<file path="src/rtl/npu_pkg.sv">
// Shared fixed-point constants and types for the NPU post-processing path.
package npu_pkg;

    localparam int unsigned Q_IN_FRAC  = 16;
    localparam int unsigned Q_OUT_FRAC = 8;
    localparam int unsigned IN_W       = 38;
    localparam int unsigned OUT_W      = 16;

    typedef logic signed [OUT_W-1:0] q8_8_t;
    typedef logic signed [IN_W-1:0]  q22_16_t;

    localparam q8_8_t SAT_MAX = 16'sh7FFF;
    localparam q8_8_t SAT_MIN = 16'sh8000;

endpackage

</file>
<file path="src/rtl/npu_sync_fifo.sv">
// First-word-fall-through synchronous FIFO; pointers carry an extra MSB to tell full from empty.
module npu_sync_fifo #(
    parameter int unsigned DEPTH = 8,
    parameter int unsigned WIDTH = 16
) (
    input  logic                     clk,
    input  logic                     rst,
    input  logic                     wr_en,
    input  logic [WIDTH-1:0]         wr_data,
    input  logic                     rd_en,
    output logic [WIDTH-1:0]         rd_data,
    output logic [$clog2(DEPTH):0]   count,
    output logic                     empty,
    output logic                     full
);

    localparam int unsigned AW = $clog2(DEPTH);

    logic [AW:0]      r_wr_ptr;
    logic [AW:0]      r_rd_ptr;
    logic [WIDTH-1:0] r_mem [DEPTH];
    logic             w_wr_ok;
    logic             w_rd_ok;

    // Status and head-of-queue view; data reads as zero while empty.
    always_comb begin
        empty   = (r_wr_ptr == r_rd_ptr);
        full    = (r_wr_ptr[AW] != r_rd_ptr[AW]) &&
                  (r_wr_ptr[AW-1:0] == r_rd_ptr[AW-1:0]);
        count   = r_wr_ptr - r_rd_ptr;
        w_rd_ok = rd_en && !empty;
        w_wr_ok = wr_en && (!full || w_rd_ok);
        rd_data = empty ? '0 : r_mem[r_rd_ptr[AW-1:0]];
    end

    always_ff @(posedge clk) begin
        if (rst) begin
            r_wr_ptr <= '0;
            r_rd_ptr <= '0;
        end else begin
            if (w_wr_ok) begin
                r_wr_ptr <= r_wr_ptr + (AW+1)'(1);
            end
            if (w_rd_ok) begin
                r_rd_ptr <= r_rd_ptr + (AW+1)'(1);
            end
        end
    end

    // Storage needs no reset: entries are only visible between write and read.
    always_ff @(posedge clk) begin
        if (w_wr_ok) begin
            r_mem[r_wr_ptr[AW-1:0]] <= wr_data;
        end
    end

endmodule

</file>
<file path="src/rtl/npu_postproc_q8_8.sv">
// Bias add, round and saturate Q22.16 sums to Q8.8, buffered behind a credit-controlled FWFT FIFO.
// Define NPU_POSTPROC_RELU_EN to clamp negative results to zero before saturation.
module npu_postproc_q8_8 #(
    parameter int unsigned DEPTH = 8,
    parameter int unsigned IN_W  = 38,
    parameter int unsigned OUT_W = 16
) (
    input  logic                     clk,
    input  logic                     rst,
    input  logic                     in_valid,
    output logic                     in_ready,
    input  logic [IN_W-1:0]          in_sum,
    input  logic [OUT_W-1:0]         bias,
    output logic                     out_valid,
    input  logic                     out_ready,
    output logic [OUT_W-1:0]         out_data,
    output logic [$clog2(DEPTH):0]   fifo_count,
    output logic                     overflow,
    output logic                     sat_flag
);

    import npu_pkg::Q_IN_FRAC;
    import npu_pkg::Q_OUT_FRAC;

    localparam int unsigned CW    = $clog2(DEPTH) + 1;
    localparam int unsigned SW    = IN_W + 2;
    localparam int unsigned SHIFT = Q_IN_FRAC - Q_OUT_FRAC;
    localparam logic signed [SW-1:0] RND    = SW'(2 ** (SHIFT - 1));
    localparam logic signed [SW-1:0] SAT_HI = SW'(2 ** (OUT_W - 1) - 1);
    localparam logic signed [SW-1:0] SAT_LO = -SAT_HI - SW'(1);

    logic                  w_accept;
    logic                  w_drop;
    logic [CW:0]           w_credit_used;
    logic signed [SW-1:0]  w_s1_sum;
    logic signed [SW-1:0]  w_rnd;
    logic signed [SW-1:0]  w_shr;
    logic [OUT_W-1:0]      w_s2_data;
    logic                  w_s2_sat;

    logic                  r_s1_valid;
    logic signed [SW-1:0]  r_s1_sum;
    logic                  r_s2_valid;
    logic [OUT_W-1:0]      r_s2_data;
    logic                  r_overflow;
    logic                  r_sat;

    logic                  w_fifo_empty;
    logic                  w_fifo_full;
    logic [CW-1:0]         w_fifo_count;
    logic [OUT_W-1:0]      w_rd_data;

    // Credits cover every sample already committed to a FIFO slot, so a write never meets a full FIFO.
    always_comb begin
        w_credit_used = (CW+1)'(w_fifo_count) + (CW+1)'(r_s1_valid) + (CW+1)'(r_s2_valid);
        in_ready      = (w_credit_used < (CW+1)'(DEPTH));
        w_accept      = in_valid && in_ready;
        w_drop        = in_valid && !in_ready;
    end

    // Stage 1: align Q8.8 bias to Q.16 and add; the extra headroom bits make overflow impossible.
    always_comb begin
        w_s1_sum = SW'($signed(in_sum)) + (SW'($signed(bias)) <<< SHIFT);
    end

    // Stage 2: round half-up, optional ReLU, saturate to the output rails.
    always_comb begin
        w_rnd     = r_s1_sum + RND;
        w_shr     = w_rnd >>> SHIFT;
        w_s2_data = OUT_W'(w_shr);
        w_s2_sat  = 1'b0;
`ifdef NPU_POSTPROC_RELU_EN
        if (w_shr[SW-1]) begin
            w_s2_data = '0;
        end else if (w_shr > SAT_HI) begin
            w_s2_data = SAT_HI[OUT_W-1:0];
            w_s2_sat  = 1'b1;
        end
`else
        if (w_shr > SAT_HI) begin
            w_s2_data = SAT_HI[OUT_W-1:0];
            w_s2_sat  = 1'b1;
        end else if (w_shr < SAT_LO) begin
            w_s2_data = SAT_LO[OUT_W-1:0];
            w_s2_sat  = 1'b1;
        end
`endif
    end

    always_ff @(posedge clk) begin
        if (rst) begin
            r_s1_valid <= 1'b0;
            r_s1_sum   <= '0;
            r_s2_valid <= 1'b0;
            r_s2_data  <= '0;
            r_overflow <= 1'b0;
            r_sat      <= 1'b0;
        end else begin
            r_s1_valid <= w_accept;
            if (w_accept) begin
                r_s1_sum <= w_s1_sum;
            end
            r_s2_valid <= r_s1_valid;
            if (r_s1_valid) begin
                r_s2_data <= w_s2_data;
            end
            if (r_s1_valid && w_s2_sat) begin
                r_sat <= 1'b1;
            end
            if (w_drop) begin
                r_overflow <= 1'b1;
            end
        end
    end

    npu_sync_fifo #(
        .DEPTH (DEPTH),
        .WIDTH (OUT_W)
    ) u_fifo (
        .clk     (clk),
        .rst     (rst),
        .wr_en   (r_s2_valid && !w_fifo_full),
        .wr_data (r_s2_data),
        .rd_en   (out_ready),
        .rd_data (w_rd_data),
        .count   (w_fifo_count),
        .empty   (w_fifo_empty),
        .full    (w_fifo_full)
    );

    always_comb begin
        out_valid  = !w_fifo_empty;
        out_data   = w_rd_data;
        fifo_count = w_fifo_count;
        overflow   = r_overflow;
        sat_flag   = r_sat;
    end

endmodule

</file>
<file path="config.mk">
export PLATFORM = sky130hd
export DESIGN_NAME = npu_postproc_q8_8
export DESIGN_NICKNAME = d
export VERILOG_FILES = /design/src/rtl/npu_pkg.sv /design/src/rtl/npu_sync_fifo.sv /design/src/rtl/npu_postproc_q8_8.sv
export SDC_FILE = /design/constraint.sdc
export NUM_CORES = 1
export LEC_CHECK = 0
export BUFFER_PORTS_ARGS = -buffer_cell sky130_fd_sc_hd__buf_2
export CAP_MARGIN = 20
export CORE_MARGIN = 3
export CORE_UTILIZATION = 60
export DETAILED_ROUTE_END_ITERATION = 10
export HOLD_SLACK_MARGIN = 0.1
export PLACE_DENSITY = 0.8
export SLEW_MARGIN = 30
export SYNTH_ARGS = -nofsm -noshare
export SYNTH_HDL_FRONTEND = slang
export SYNTH_SLANG_ARGS = --single-unit
</file>
<file path="constraint.sdc">
create_clock -name clk -period 3.1 [get_ports clk]
set_input_delay 0.62 -clock clk [delete_from_list [all_inputs] [get_ports clk]]
set_output_delay 0.62 -clock clk [all_outputs]
set_load 0.02 [all_outputs]
</file>
# Yosys cells after proc, flatten, opt, wreduce, memory -nomap -nowiden
# Memories as Yosys holds them, arrays and structs flattened. A register that Yosys moved wholly into a read port is not among the register bits.
# Index checks and enable logic that the tools add are counted.
[totals]
register_bits = 68
ram_bits = 128
output_inout_bits = 24
n_memories = 1
[op_classes]
n_addsub = 7
n_lt_le_gt_ge = 3
eq_ne = 3
n_mux = 9
n_reduce_logical = 11
[memory_table]
columns = ["name", "depth", "word_bits", "read_ports", "rd_ports_with_merged_regs", "wr", "line", "rtl"]
rows = [
  ["u_fifo.r_mem", 8, 16, 1, 1, 1, "npu_sync_fifo.sv:21", "logic [WIDTH-1:0] r_mem [DEPTH];"],
]
[ops]
columns = ["cell", "count"]
rows = [
  ["16-bit two-way mux", 3],
  ["40-bit by 9-bit adder with 40-bit output, second input constant", 1],
  ["38-bit by 24-bit adder with 39-bit output", 1],
  ["32-bit by 16-bit > comparator with 1-bit output, second input constant", 1],
  ["32-bit by 16-bit < comparator with 1-bit output, second input constant", 1],
  ["4-bit by 1-bit adder with 4-bit output, second input constant", 2],
  ["1-bit logical AND", 7],
  ["3-bit two-way mux", 2],
  ["4-bit by 1-bit adder with 5-bit output", 1],
  ["5-bit by 1-bit adder with 5-bit output", 1],
  ["5-bit by 4-bit < comparator with 1-bit output, second input constant", 1],
  ["4-bit equality test", 1],
  ["1-bit two-way mux", 4],
  ["4-bit subtractor", 1],
  ["3-bit equality test", 1],
  ["1-bit zero test", 3],
  ["1-bit logical OR", 1],
  ["1-bit inequality test", 1],
]

# Logic depth before layout (Yosys ltp)
# Gate-level depths: netlist of run 1.
[logic_depth]
word_depth = 7
ltp_mapped = 12
depth_no_buf = 12

# Cells and area by module
# Synthesis of run 1 repeated with hierarchy kept, for this count alone.
[unflattened]
cells_unflattened = 802
area_unflattened_um2 = 9625.5
[modules_own_cells]
columns = ["module", "instances", "cells_per_inst", "area_per_inst_um2", "seq_area_each_um2"]
rows = [
  ["npu_sync_fifo", 1, 294, 5549.1, 4063.9],
  ["npu_postproc_q8_8", 1, 508, 4076.4, 1041.0],
]

# Worst setup path after synthesis of run 1
# OpenSTA, ideal clock, no wires.
[synth_path]
path_kind = "input port to flip-flop"
startpoint = "input in_sum[20]"
endpoint = "register r_s1_sum[37]"
setup_ps = 63
arrival_time_ps = 2769
required_ps = 3037
slack_ps = 268
stages = 10
path_buffers = 1
cell_sequence = "ha_1 -> clkbuf_1 -> o2111ai_1 -> or3_1 -> o21a_1 -> a311oi_1 -> a311oi_1 -> o21a_1 -> nor4_1 -> nand3b_1"
[synth_between]
elab_chain_len = 1
[synth_lines]
columns = ["item", "line", "rtl"]
rows = [
  ["from (decl)", "npu_postproc_q8_8.sv:12", "input logic [IN_W-1:0] in_sum,"],
  ["38-bit by 24-bit adder with 39-bit output", "npu_postproc_q8_8.sv:63", "w_s1_sum = SW'($signed(in_sum)) + (SW'($signed(bias)) <<< SHIFT);"],
  ["to (signal assigned)", "npu_postproc_q8_8.sv:101", "r_s1_sum <= w_s1_sum;"],
  ["to (decl)", "npu_postproc_q8_8.sv:42", "logic signed [SW-1:0] r_s1_sum;"],
]
# No other way between the ends.
# A chain may end at the register's enable or synchronous reset.

# Worst setup path in the final report of run 1
[layout_path]
startpoint = "register u_fifo.r_rd_ptr[1]"
endpoint = "output in_ready"
[layout_between]
elab_chain_len = 4
[layout_lines]
columns = ["item", "line", "rtl"]
rows = [
  ["from (decl)", "npu_sync_fifo.sv:20", "logic [AW:0] r_rd_ptr;"],
  ["from (signal assigned)", "npu_sync_fifo.sv:45", "r_rd_ptr <= r_rd_ptr + (AW+1)'(1);"],
  ["4-bit subtractor", "npu_sync_fifo.sv:30", "count = r_wr_ptr - r_rd_ptr;"],
  ["4-bit by 1-bit adder with 5-bit output", "npu_postproc_q8_8.sv:55", "w_credit_used = (CW+1)'(w_fifo_count) + (CW+1)'(r_s1_valid) + (CW+1)'(r_s2_valid);"],
  ["5-bit by 1-bit adder with 5-bit output", "npu_postproc_q8_8.sv:55", ""],
  ["5-bit by 4-bit < comparator with 1-bit output", "npu_postproc_q8_8.sv:56", "in_ready = (w_credit_used < (CW+1)'(DEPTH));"],
  ["to (decl)", "npu_postproc_q8_8.sv:11", "output logic in_ready,"],
]
# No other way between the ends.

==> results of run 1 <==
[per-stage QoR]
stage / hold WS (ns) / util / setup TNS (ns)
CTS: 0.440 / 0.708 / 0
global route: 0.451 / 0.709 / 0
finish: 0.452 / 0.709 / 0
global placement: 0.447 / 0.669 / -0.0202
floorplan: 0.448 / - / 0
detailed placement: 0.454 / 0.669 / -0.207
[layout make-up]
| class | instances | area, sq um |
|---|---|---|
| Multi-Input combinational cell | 567 | 4290 |
| Clock inverter | 11 | 165 |
| Sequential cell | 191 | 5110 |
| Tap cell | 211 | 264 |
| Timing Repair Buffer | 103 | 613 |
| Inverter | 16 | 60.1 |
| Fill cell | 1096 | 4490 |
| Clock buffer | 20 | 437 |
[per-layer routing]
metal | up-vias | GRT usage | wire length (um)
met2 | 238 | 0.414 | 10500
li1 | 3239 | - | -
met3 | 34 | 0.0354 | 856
met4 | 0 | 0.0849 | 463
met5 | - | 0 | 0
met1 | 3229 | 0.306 | 8660
[flip-flops by register name, summed over array words and instances (netlist names), named ones only]
signal and cells:
u_fifo.r_mem 128, r_s1_valid 1, r_s2_valid 1, u_fifo.r_wr_ptr 4, overflow 1, u_fifo.r_rd_ptr 4
sat_flag 1, r_s1_sum 32, r_s2_data 16
[synth_stat cells, types with 3 or more instances]
| library cell | instances | area share |
|---|---|---|
| a211o_1 | 3 | 0.0027 |
| a211oi_1 | 7 | 0.0055 |
| a21o_1 | 15 | 0.012 |
| a21oi_1 | 50 | 0.026 |
| a311oi_1 | 4 | 0.0037 |
| a31oi_1 | 9 | 0.0059 |
| a32oi_1 | 3 | 0.0027 |
| and2_1 | 3 | 0.0020 |
| and3_1 | 4 | 0.0026 |
| and4_1 | 4 | 0.0037 |
| buf_1 | 6 | 0.0023 |
| clkbuf_1 | 26 | 0.010 |
| dfxtp_1 | 63 | 0.13 |
| edfxtp_1 | 128 | 0.40 |
| ha_1 | 37 | 0.048 |
| inv_1 | 15 | 0.0059 |
| mux2i_1 | 23 | 0.024 |
| mux4_2 | 32 | 0.075 |
| nand2_1 | 91 | 0.036 |
| nand2b_1 | 7 | 0.0046 |
| nand3_1 | 23 | 0.012 |
| nand4_1 | 13 | 0.0085 |
| nor2_1 | 68 | 0.027 |
| nor2b_1 | 4 | 0.0026 |
| nor3_1 | 18 | 0.0094 |
| nor3b_1 | 4 | 0.0031 |
| nor4_1 | 5 | 0.0033 |
| nor4b_1 | 6 | 0.0055 |
| o211ai_1 | 6 | 0.0047 |
| o211ai_2 | 10 | 0.013 |
| o21a_1 | 6 | 0.0047 |
| o21ai_0 | 19 | 0.0099 |
| o31ai_1 | 5 | 0.0039 |
| or2_2 | 6 | 0.0039 |
| or3_1 | 6 | 0.0039 |
| xnor2_1 | 25 | 0.023 |
| xor2_1 | 19 | 0.017 |
[worst paths after layout]
check | from | to | slack [ns] | depth (start not counted)
min reg2reg | overflow | overflow | 0.46 | 2
min | in_valid | overflow | 0.45 | 3
max reg2reg | r_s1_sum[22] | r_s2_data[12] | 0.20 | 10
max | u_fifo.r_rd_ptr[1] | in_ready | 0.19 | 7
[what timing repair did]
item,4_1_cts,5_1_grt
gates resized for setup,0,4
buffers inserted,0,0
endpoints found under the setup margin,0,17
[logic make-up (layout without fill, tap and decap cells)]
group,count (synthesis),count (layout),share of synthesized area
DFF,191,191,0.532
and+or+nand+nor,273,273,0.141
xor gates and xnor gates,44,44,0.0402
buffers and inverters,53,150,0.0230
AOI/OAI and AO/OA,155,155,0.111
muxes,56,56,0.100
adders and majority gates,39,39,0.0524
[cell usage in the layout (no fill, tap or decap), drive strengths merged, types with 9 or more instances in the layout]
| master | n |
|---|---|
| a21o | 15 |
| a21oi | 52 |
| a31oi | 9 |
| buf | 103 |
| clkbuf | 20 |
| dfxtp | 63 |
| edfxtp | 128 |
| ha | 37 |
| inv | 16 |
| mux2i | 23 |
| mux4 | 32 |
| nand2 | 91 |
| nand3 | 23 |
| nand4 | 14 |
| nor2 | 68 |
| nor3 | 18 |
| o211ai | 16 |
| o21ai | 21 |
| xnor2 | 25 |
| xor2 | 19 |
[worst register-to-register path, delay by kind of cell, from the launching register on]
kind                   cells  cell delay, ns
AND/OR/NAND/NOR            4            1.21
AO/OA/AOI/OAI              4            0.53
flip-flops                 1            0.47
multiplexers               1            0.38
buffers and inverters      1            0.17
[power breakdown]
| group | internal [mW] | leakage (nW) | switching [mW] |
|---|---|---|---|
| logic | 0.461 | 2.02 | 0.579 |
| registers | 2.89 | 1.70 | 0.187 |
| clock network | 1.34 | 0.286 | 0.864 |
| total | 4.70 | 4.01 | 1.63 |
==> flow_metrics.env, run 1 <==
export IMPL_async_flop_share=0
export IMPL_path_class="reg2out"
export IMPL_finalMaxSlewViolations=0
export IMPL_drcViolationCount=0
export IMPL_startpoint_type="flip-flop"
export IMPL_grt_pass1_wl_um=33700
export IMPL_track_usage=0.238
export IMPL_endpoint_kind="primary output"
export IMPL_clock_sinks=191
export IMPL_holdCritPathClass="in2reg"
export IMPL_die_width_um=132
export IMPL_io_buffers=74
export IMPL_place_congestion=0.906
export IMPL_max_freq_mhz=344
export IMPL_crit_family="compound AO/OA/AOI/OAI gates"
export IMPL_htree_levels=4
export IMPL_netlist_area_sq_mm=0.00959
export IMPL_final_area_sq_mm=0.0109
export IMPL_vias=6740
export IMPL_ys_seq_elements=191
export IMPL_p_leak_nw=4.01
export IMPL_placed_cells=1088
export IMPL_grt_overflow=0
export IMPL_avgSynthCellArea_sq_um=11.8
export IMPL_powerDensity_mw_per_mm2=578
export IMPL_post_route_min_period_ns=2.91
export IMPL_chipHeight_um=132
export IMPL_die_area_sq_mm=0.0175
export IMPL_drive_above_1_share=0.218
export IMPL_wirelength_um=20400
export IMPL_cts_hold_buf=0
export IMPL_cts_made_buffers=17
export IMPL_tightest_slew_ns=0.861
export IMPL_ant_nets=0
export IMPL_wire_per_inst_um=18.3
export IMPL_cap_violations=0
export IMPL_initial_utilization=0.622
export IMPL_post_place_ws_ns=-0.119
export IMPL_post_route_period_util=0.937
export IMPL_viasPerCell=6.02
export IMPL_slowest_stage="dfxtp_1"
export IMPL_synthFlopType="edfxtp_1"
export IMPL_rsz0062_at_grt="false"
export IMPL_synth_seq_area_share=0.532
export IMPL_grt_max_degree=51
export IMPL_worstPathRequired_ns=2.48
export IMPL_diodes=0
export IMPL_path_max_fanout=4
export IMPL_ir_drop_mv=0.386
export IMPL_area_growth_pct=14.0
export IMPL_placement_rows=45
export IMPL_final_net_count=993
export IMPL_stdcell_count=1119
export IMPL_worstPathArrival_ns=2.29
export IMPL_critPathMaxStageDelay_ns=0.37
export IMPL_io_pins=82
export IMPL_antenna_found_initial=0
export IMPL_synth_enable_flop_cells=128
export IMPL_hpwl_um=13800
export IMPL_clkTransAtPathRegs_ns=0.06
export IMPL_dr_pass1_iters=5
export IMPL_power_mw=6.33
export IMPL_path_cells="inv_1, ha_1, a21o_1, a21oi_1, xnor2_1, a31oi_1, buf_2"
export IMPL_layout_setup_ws_ns=0.194
export IMPL_cts_root_buf="clkbuf_16"
export IMPL_skew_ns=0.00857
export IMPL_clk_latency_ns=0.42
export IMPL_cp_num_buf_inv=2
export IMPL_synthesis_nets=908
export IMPL_place_area_sq_mm=0.0103
export IMPL_drt_iter0_drc=602
export IMPL_hold_violations=0
export IMPL_yosys_warnings=0
export IMPL_synth_distinct_cells=65
export IMPL_core_area_sq_mm=0.0154
export IMPL_cts_tree="built"
export IMPL_slew_headroom=0.424
export IMPL_grt_pass1_vias=6813
export IMPL_clk_path_buf_depth=2
export IMPL_status="finished clean"
export IMPL_setup_viol=0
export IMPL_synth_cells=811
Note: power is estimated with default switching activity, not from simulation.
==> run 2: changes to the inputs <==
--- a/config.mk
+++ b/config.mk
@@ -7,7 +7,7 @@
 export LEC_CHECK = 0
 export BUFFER_PORTS_ARGS = -buffer_cell sky130_fd_sc_hd__buf_2
 export CAP_MARGIN = 20
-export CORE_MARGIN = 3
+export CORE_MARGIN = 10
 export CORE_UTILIZATION = 60
 export DETAILED_ROUTE_END_ITERATION = 10
 export HOLD_SLACK_MARGIN = 0.1
==> run 2 against run 1 <==
Compared with the run above: combinational power about the same; worst setup slack got worse by 0.027 ns; die area increased by 22%; global-route usage decreased by 4.5 points; via count decreased by 3.0%.
==> flow_metrics.env, run 2 (same netlist as run 1, synthesis figures left out) <==
export IMPL_status="finished clean"
export IMPL_drt_iter0_drc=391
export IMPL_dr_pass1_iters=5
export IMPL_placement_rows=46
export IMPL_worstPathArrival_ns=2.31
export IMPL_cap_violations=0
export IMPL_r2r_start="r_s1_sum[16]"
export IMPL_min_to="r_s1_sum[7]"
export IMPL_startpoint_type="flip-flop"
export IMPL_min_path_cells=3
export IMPL_grt_max_degree=43
export IMPL_track_usage=0.193
export IMPL_grt_pass1_wl_um=33900
export IMPL_stdcell_count=1138
export IMPL_drcViolationCount=0
export IMPL_finalMaxSlewViolations=0
export IMPL_met3_usage=0.0346
export IMPL_min_from="in_sum[7]"
export IMPL_path_class="reg2out"
export IMPL_rsz0062_at_grt="false"
export IMPL_die_area_sq_mm=0.0214
export IMPL_power_mw=6.41
export IMPL_cts_root_buf="clkbuf_16"
export IMPL_skew_ns=0.0150
export IMPL_max_freq_mhz=341
export IMPL_powerDensity_mw_per_mm2=580
export IMPL_vias=6538
export IMPL_grt_busiest_layer="met2"
export IMPL_post_route_min_period_ns=2.93
export IMPL_hold_violations=0
export IMPL_clkTransAtPathRegs_ns=0.07
export IMPL_diodes=0
export IMPL_cts_resized=0
export IMPL_place_congestion=0.865
export IMPL_reg2reg_slack_ns=0.25
export IMPL_wirelength_um=20600
export IMPL_core_area_sq_mm=0.0158
export IMPL_viasPerCell=5.75
export IMPL_clk_path_buf_depth=2
export IMPL_met1_usage=0.254
export IMPL_hpwl_um=13600
export IMPL_holdWs_ns=0.448
export IMPL_path_max_fanout=4
export IMPL_die_width_um=146
export IMPL_critPathMaxStageDelay_ns=0.38
export IMPL_io_buffers=74
export IMPL_worstPathRequired_ns=2.48
export IMPL_path_cells="inv_1, ha_1, inv_1, ha_1, a21o_1, a31oi_1, buf_2"
export IMPL_ir_drop_mv=0.490
export IMPL_cts_tree="built"
export IMPL_largest_reg_flops=128
export IMPL_htree_levels=4
export IMPL_holdCritPathClass="in2reg"
export IMPL_post_route_period_util=0.946
export IMPL_setup_viol=0
export IMPL_cts_setup_buffers=0
export IMPL_final_net_count=1006
export IMPL_grt_overflow=0
export IMPL_clock_sinks=191
export IMPL_tightest_slew_ns=0.906
export IMPL_antenna_found_initial=0
export IMPL_final_common_cell="edfxtp_1"
export IMPL_cts_hold_buf=0
export IMPL_slew_headroom=0.394
export IMPL_grt_pass1_vias=6549
export IMPL_worst_r2r_cell_count=10
export IMPL_cts_made_buffers=17
export IMPL_p_leak_nw=4.09
export IMPL_slowest_stage="dfxtp_1"
export IMPL_layout_common_cells="edfxtp_1 (128), nand2_1 (91), buf_2 (74)"
export IMPL_io_pins=82
export IMPL_clk_latency_ns=0.43
export IMPL_chipHeight_um=146
export IMPL_endpoint_kind="primary output"
export IMPL_grt_use_met2=0.323
export IMPL_initial_utilization=0.608
export IMPL_wire_per_inst_um=18.1
export IMPL_ant_nets=0
export IMPL_drive_above_1_share=0.234
export IMPL_placed_cells=1106
export IMPL_r2r_end="r_s2_data[1]"
export IMPL_area_growth_pct=15.3
[run 2: cell type report]
cell class / count / area (sq um)
well taps: 216 / 270
clock inverters: 15 / 196
fillers: 1153 / 4710
multi-input cells: 567 / 4290
flip-flops and latches: 191 / 5110
repair buffers: 116 / 711
inverters: 16 / 60.1
clock buffers: 17 / 425
[run 2: routing by layer]
layer / part of all wire / vias to the layer above / routed length, um
li1: - / 3254 / -
met1: 0.45 / 3087 / 9270
met2: 0.50 / 178 / 10200
met3: 0.039 / 19 / 792
met4: 0.013 / 0 / 263
met5: 0 / - / 0
[run 2: report_power, final]
group,switching [mW],internal [mW]
registers,0.181,2.89
clock network,0.978,1.30
logic,0.583,0.484
total,1.74,4.67
[run 2: worst max-delay path by stage]
stage                       start      endpoint  slack (ns)
2_1_floorplan          in_sum[20]  r_s1_sum[37]        0.27
3_3_place_gp            in_sum[8]  r_s1_sum[38]      -0.004
3_5_place_dp            in_sum[8]  r_s1_sum[38]       -0.04
4_1_cts              r_s1_sum[16]  r_s2_data[1]        0.12
5_1_grt        u_fifo.r_wr_ptr[0]      in_ready        0.01
6_report       u_fifo.r_wr_ptr[0]      in_ready        0.17
[run 2: through the flow]
stage	cell area, sq um	TNS (ns)	utilization	setup WS (ns)
5_1_grt	11100	0	0.702	0.0140
3_3_place_gp	10400	-0.00360	0.661	-0.00360
4_1_cts	11000	0	0.701	0.120
3_5_place_dp	10400	-0.0377	0.661	-0.0377
6_report	11100	0	0.702	0.168
2_1_floorplan	9590	0	-	0.268
[run 2: worst max-delay path, delay by kind of cell (launching register included)]
family,cells,cell delay (ns)
buffers and inverters,3,0.39
AOI/OAI and AO/OA,2,0.51
adders and majority gates,2,0.59
DFF,1,0.38
==> run 3: changes to the inputs <==
--- a/config.mk
+++ b/config.mk
@@ -10,6 +10,7 @@
 export CORE_MARGIN = 10
 export CORE_UTILIZATION = 60
 export DETAILED_ROUTE_END_ITERATION = 10
+export GPL_TIMING_DRIVEN = 0
 export HOLD_SLACK_MARGIN = 0.1
 export PLACE_DENSITY = 0.8
 export SLEW_MARGIN = 30
==> constraint.sdc (replaced) <==
create_clock -name clk -period 3.7 [get_ports clk]
set_input_delay 0.74 -clock clk [delete_from_list [all_inputs] [get_ports clk]]
set_output_delay 0.74 -clock clk [all_outputs]
set_load 0.02 [all_outputs]
==> run 3 against run 2 <==
Compared with the run above: count of clock-buffer cells in the layout grew 1; sequential power shrank 16%; critical endpoint is now r_s2_data[5]; combinational power shrank 17%.
==> flow_metrics.env, run 3 (same netlist as run 1, synthesis figures left out) <==
export IMPL_grt_overflow=0
export IMPL_utilization=0.694
export IMPL_placement_rows=46
export IMPL_clk_latency_ns=0.43
export IMPL_status="finished clean"
export IMPL_cts_hold_buf=0
export IMPL_post_route_period_util=0.921
export IMPL_path_max_fanout=10
export IMPL_cap_violations=0
export IMPL_antenna_found_initial=0
export IMPL_grt_max_degree=18
export IMPL_chipHeight_um=146
export IMPL_p_leak_nw=3.96
export IMPL_max_freq_mhz=293
export IMPL_initial_utilization=0.608
export IMPL_largest_reg_flops=128
export IMPL_place_congestion=0.893
export IMPL_hold_violations=0
export IMPL_setup_viol=0
export IMPL_die_area_sq_mm=0.0214
export IMPL_endpoint_kind="flip-flop"
export IMPL_drive_above_1_share=0.205
export IMPL_viasPerCell=5.95
export IMPL_diodes=0
export IMPL_worstPathRequired_ns=4.00
export IMPL_vias=6792
export IMPL_track_usage=0.203
export IMPL_wirelength_um=22100
export IMPL_final_net_count=1009
export IMPL_dr_pass1_iters=5
export IMPL_holdCritPathClass="reg2reg"
export IMPL_grt_pass1_wl_um=35000
export IMPL_cts_tree="built"
export IMPL_slew_headroom=0.416
export IMPL_cts_resized=0
export IMPL_core_area_sq_mm=0.0158
export IMPL_holdWs_ns=0.468
export IMPL_clk_path_buf_depth=2
export IMPL_area_growth_pct=14.1
export IMPL_startpoint_type="flip-flop"
export IMPL_ir_drop_mv=0.366
export IMPL_rsz0062_at_grt="false"
export IMPL_post_place_ws_ns=0.211
export IMPL_crit_family="simple AND/OR/NAND/NOR gates"
export IMPL_cp_num_buf_inv=2
export IMPL_fillers=1189
export IMPL_drt_iter0_drc=500
export IMPL_clkTransAtPathRegs_ns=0.07
export IMPL_clock_sinks=191
export IMPL_skew_ns=0.00856
export IMPL_layout_common_cells="edfxtp_1 (128), nand2_1 (91), buf_2 (77)"
export IMPL_io_buffers=74
export IMPL_hpwl_um=15400
export IMPL_htree_levels=4
export IMPL_drcViolationCount=0
export IMPL_finalMaxSlewViolations=0
export IMPL_seqCellArea_sq_mm=0.00510
export IMPL_critPathMaxStageDelay_ns=0.44
export IMPL_worstPathArrival_ns=3.70
export IMPL_grt_pass1_vias=6755
export IMPL_layout_setup_ws_ns=0.292
export IMPL_wire_per_inst_um=19.3
export IMPL_tightest_slew_ns=0.876
export IMPL_final_common_cell="edfxtp_1"
export IMPL_cts_setup_buffers=0
export IMPL_path_class="reg2reg"
export IMPL_path_cells="ha_1, nand3_1, or2_2, buf_2, nor4_1, mux2_2, o2bb2ai_1, and4_4, a21oi_2, o21ai_2, buf_6, o211ai_2"
export IMPL_slowest_stage="nor4_1"
export IMPL_cts_root_buf="clkbuf_16"
export IMPL_post_route_min_period_ns=3.41
export IMPL_multiInputGateArea_sq_mm=0.00431
export IMPL_die_width_um=146
export IMPL_ant_nets=0
export IMPL_power_mw=5.29
export IMPL_reg2reg_slack_ns=0.29
export IMPL_cts_made_buffers=17
export IMPL_io_pins=82
export IMPL_powerDensity_mw_per_mm2=484
run 3: cell types whose count changed in the layout (fill, tap and decap cells not counted), moves of 3 or more:
cell      before  now
buf_4         40    5
clkbuf_1       0   26
buf_6          0    6
nor2_1        68   62
buf_1          0    4
buf_2         74   77
inv_8          3    0
nor2_2         0    3
nor2_4         0    3
run 3: final cells by class:
type                       instances  share of cell area
tap                              216              0.0247
timing repair buffer              82              0.0407
inverter                          16             0.00549
buffer                            37              0.0150
clock inverter                    14              0.0151
clock buffer                      18              0.0392
sequential                       191               0.466
multi-input combinational        567               0.394
run 3: path summary, 6_finish.rpt:
path,from,to,depth (start not counted)
worst max-delay path,r_s1_sum[7],r_s2_data[5],12
worst max register to register,r_s1_sum[7],r_s2_data[5],12
worst min register to register,overflow,overflow,2
worst min-delay path,overflow,overflow,2
run 3: per-layer routing:
metal | share of wire | GRT usage | vias up | wire, um
li1 | - | - | 3273 | -
met1 | 0.43 | 0.248 | 3282 | 9540
met2 | 0.50 | 0.346 | 194 | 11100
met3 | 0.039 | 0.0414 | 43 | 865
met4 | 0.028 | 0.0821 | 0 | 609
met5 | 0 | 0 | - | 0
run 3: power breakdown:
| group | switching [mW] | total, mW | leakage (nW) | internal, mW |
|---|---|---|---|---|
| registers | 0.150 | 2.57 | 1.70 | 2.42 |
| logic | 0.514 | 0.892 | 1.98 | 0.378 |
| clock network | 0.769 | 1.83 | 0.278 | 1.06 |
| total | 1.43 | 5.29 | 3.96 | 3.86 |
run 3: worst reg2reg max path, stage by stage, from the launching register on:
cell	delay [ns]
dfxtp_1	0.36
ha_1	0.33
nand3_1	0.14
or2_2	0.28
buf_2	0.17
nor4_1	0.44
mux2_2	0.39
o2bb2ai_1	0.16
and4_4	0.29
a21oi_2	0.09
o21ai_2	0.30
buf_6	0.22
o211ai_2	0.12
run 3: through the flow:
step           instance area [sq um]  TNS (ns)  std cells
2_1_floorplan                   9590         0        811
3_3_place_gp                   10200     -6.15       1101
3_5_place_dp                   10400         0       1109
4_1_cts                        10900         0       1141
5_1_grt                        10900         0       1141
6_report                       10900         0       1141
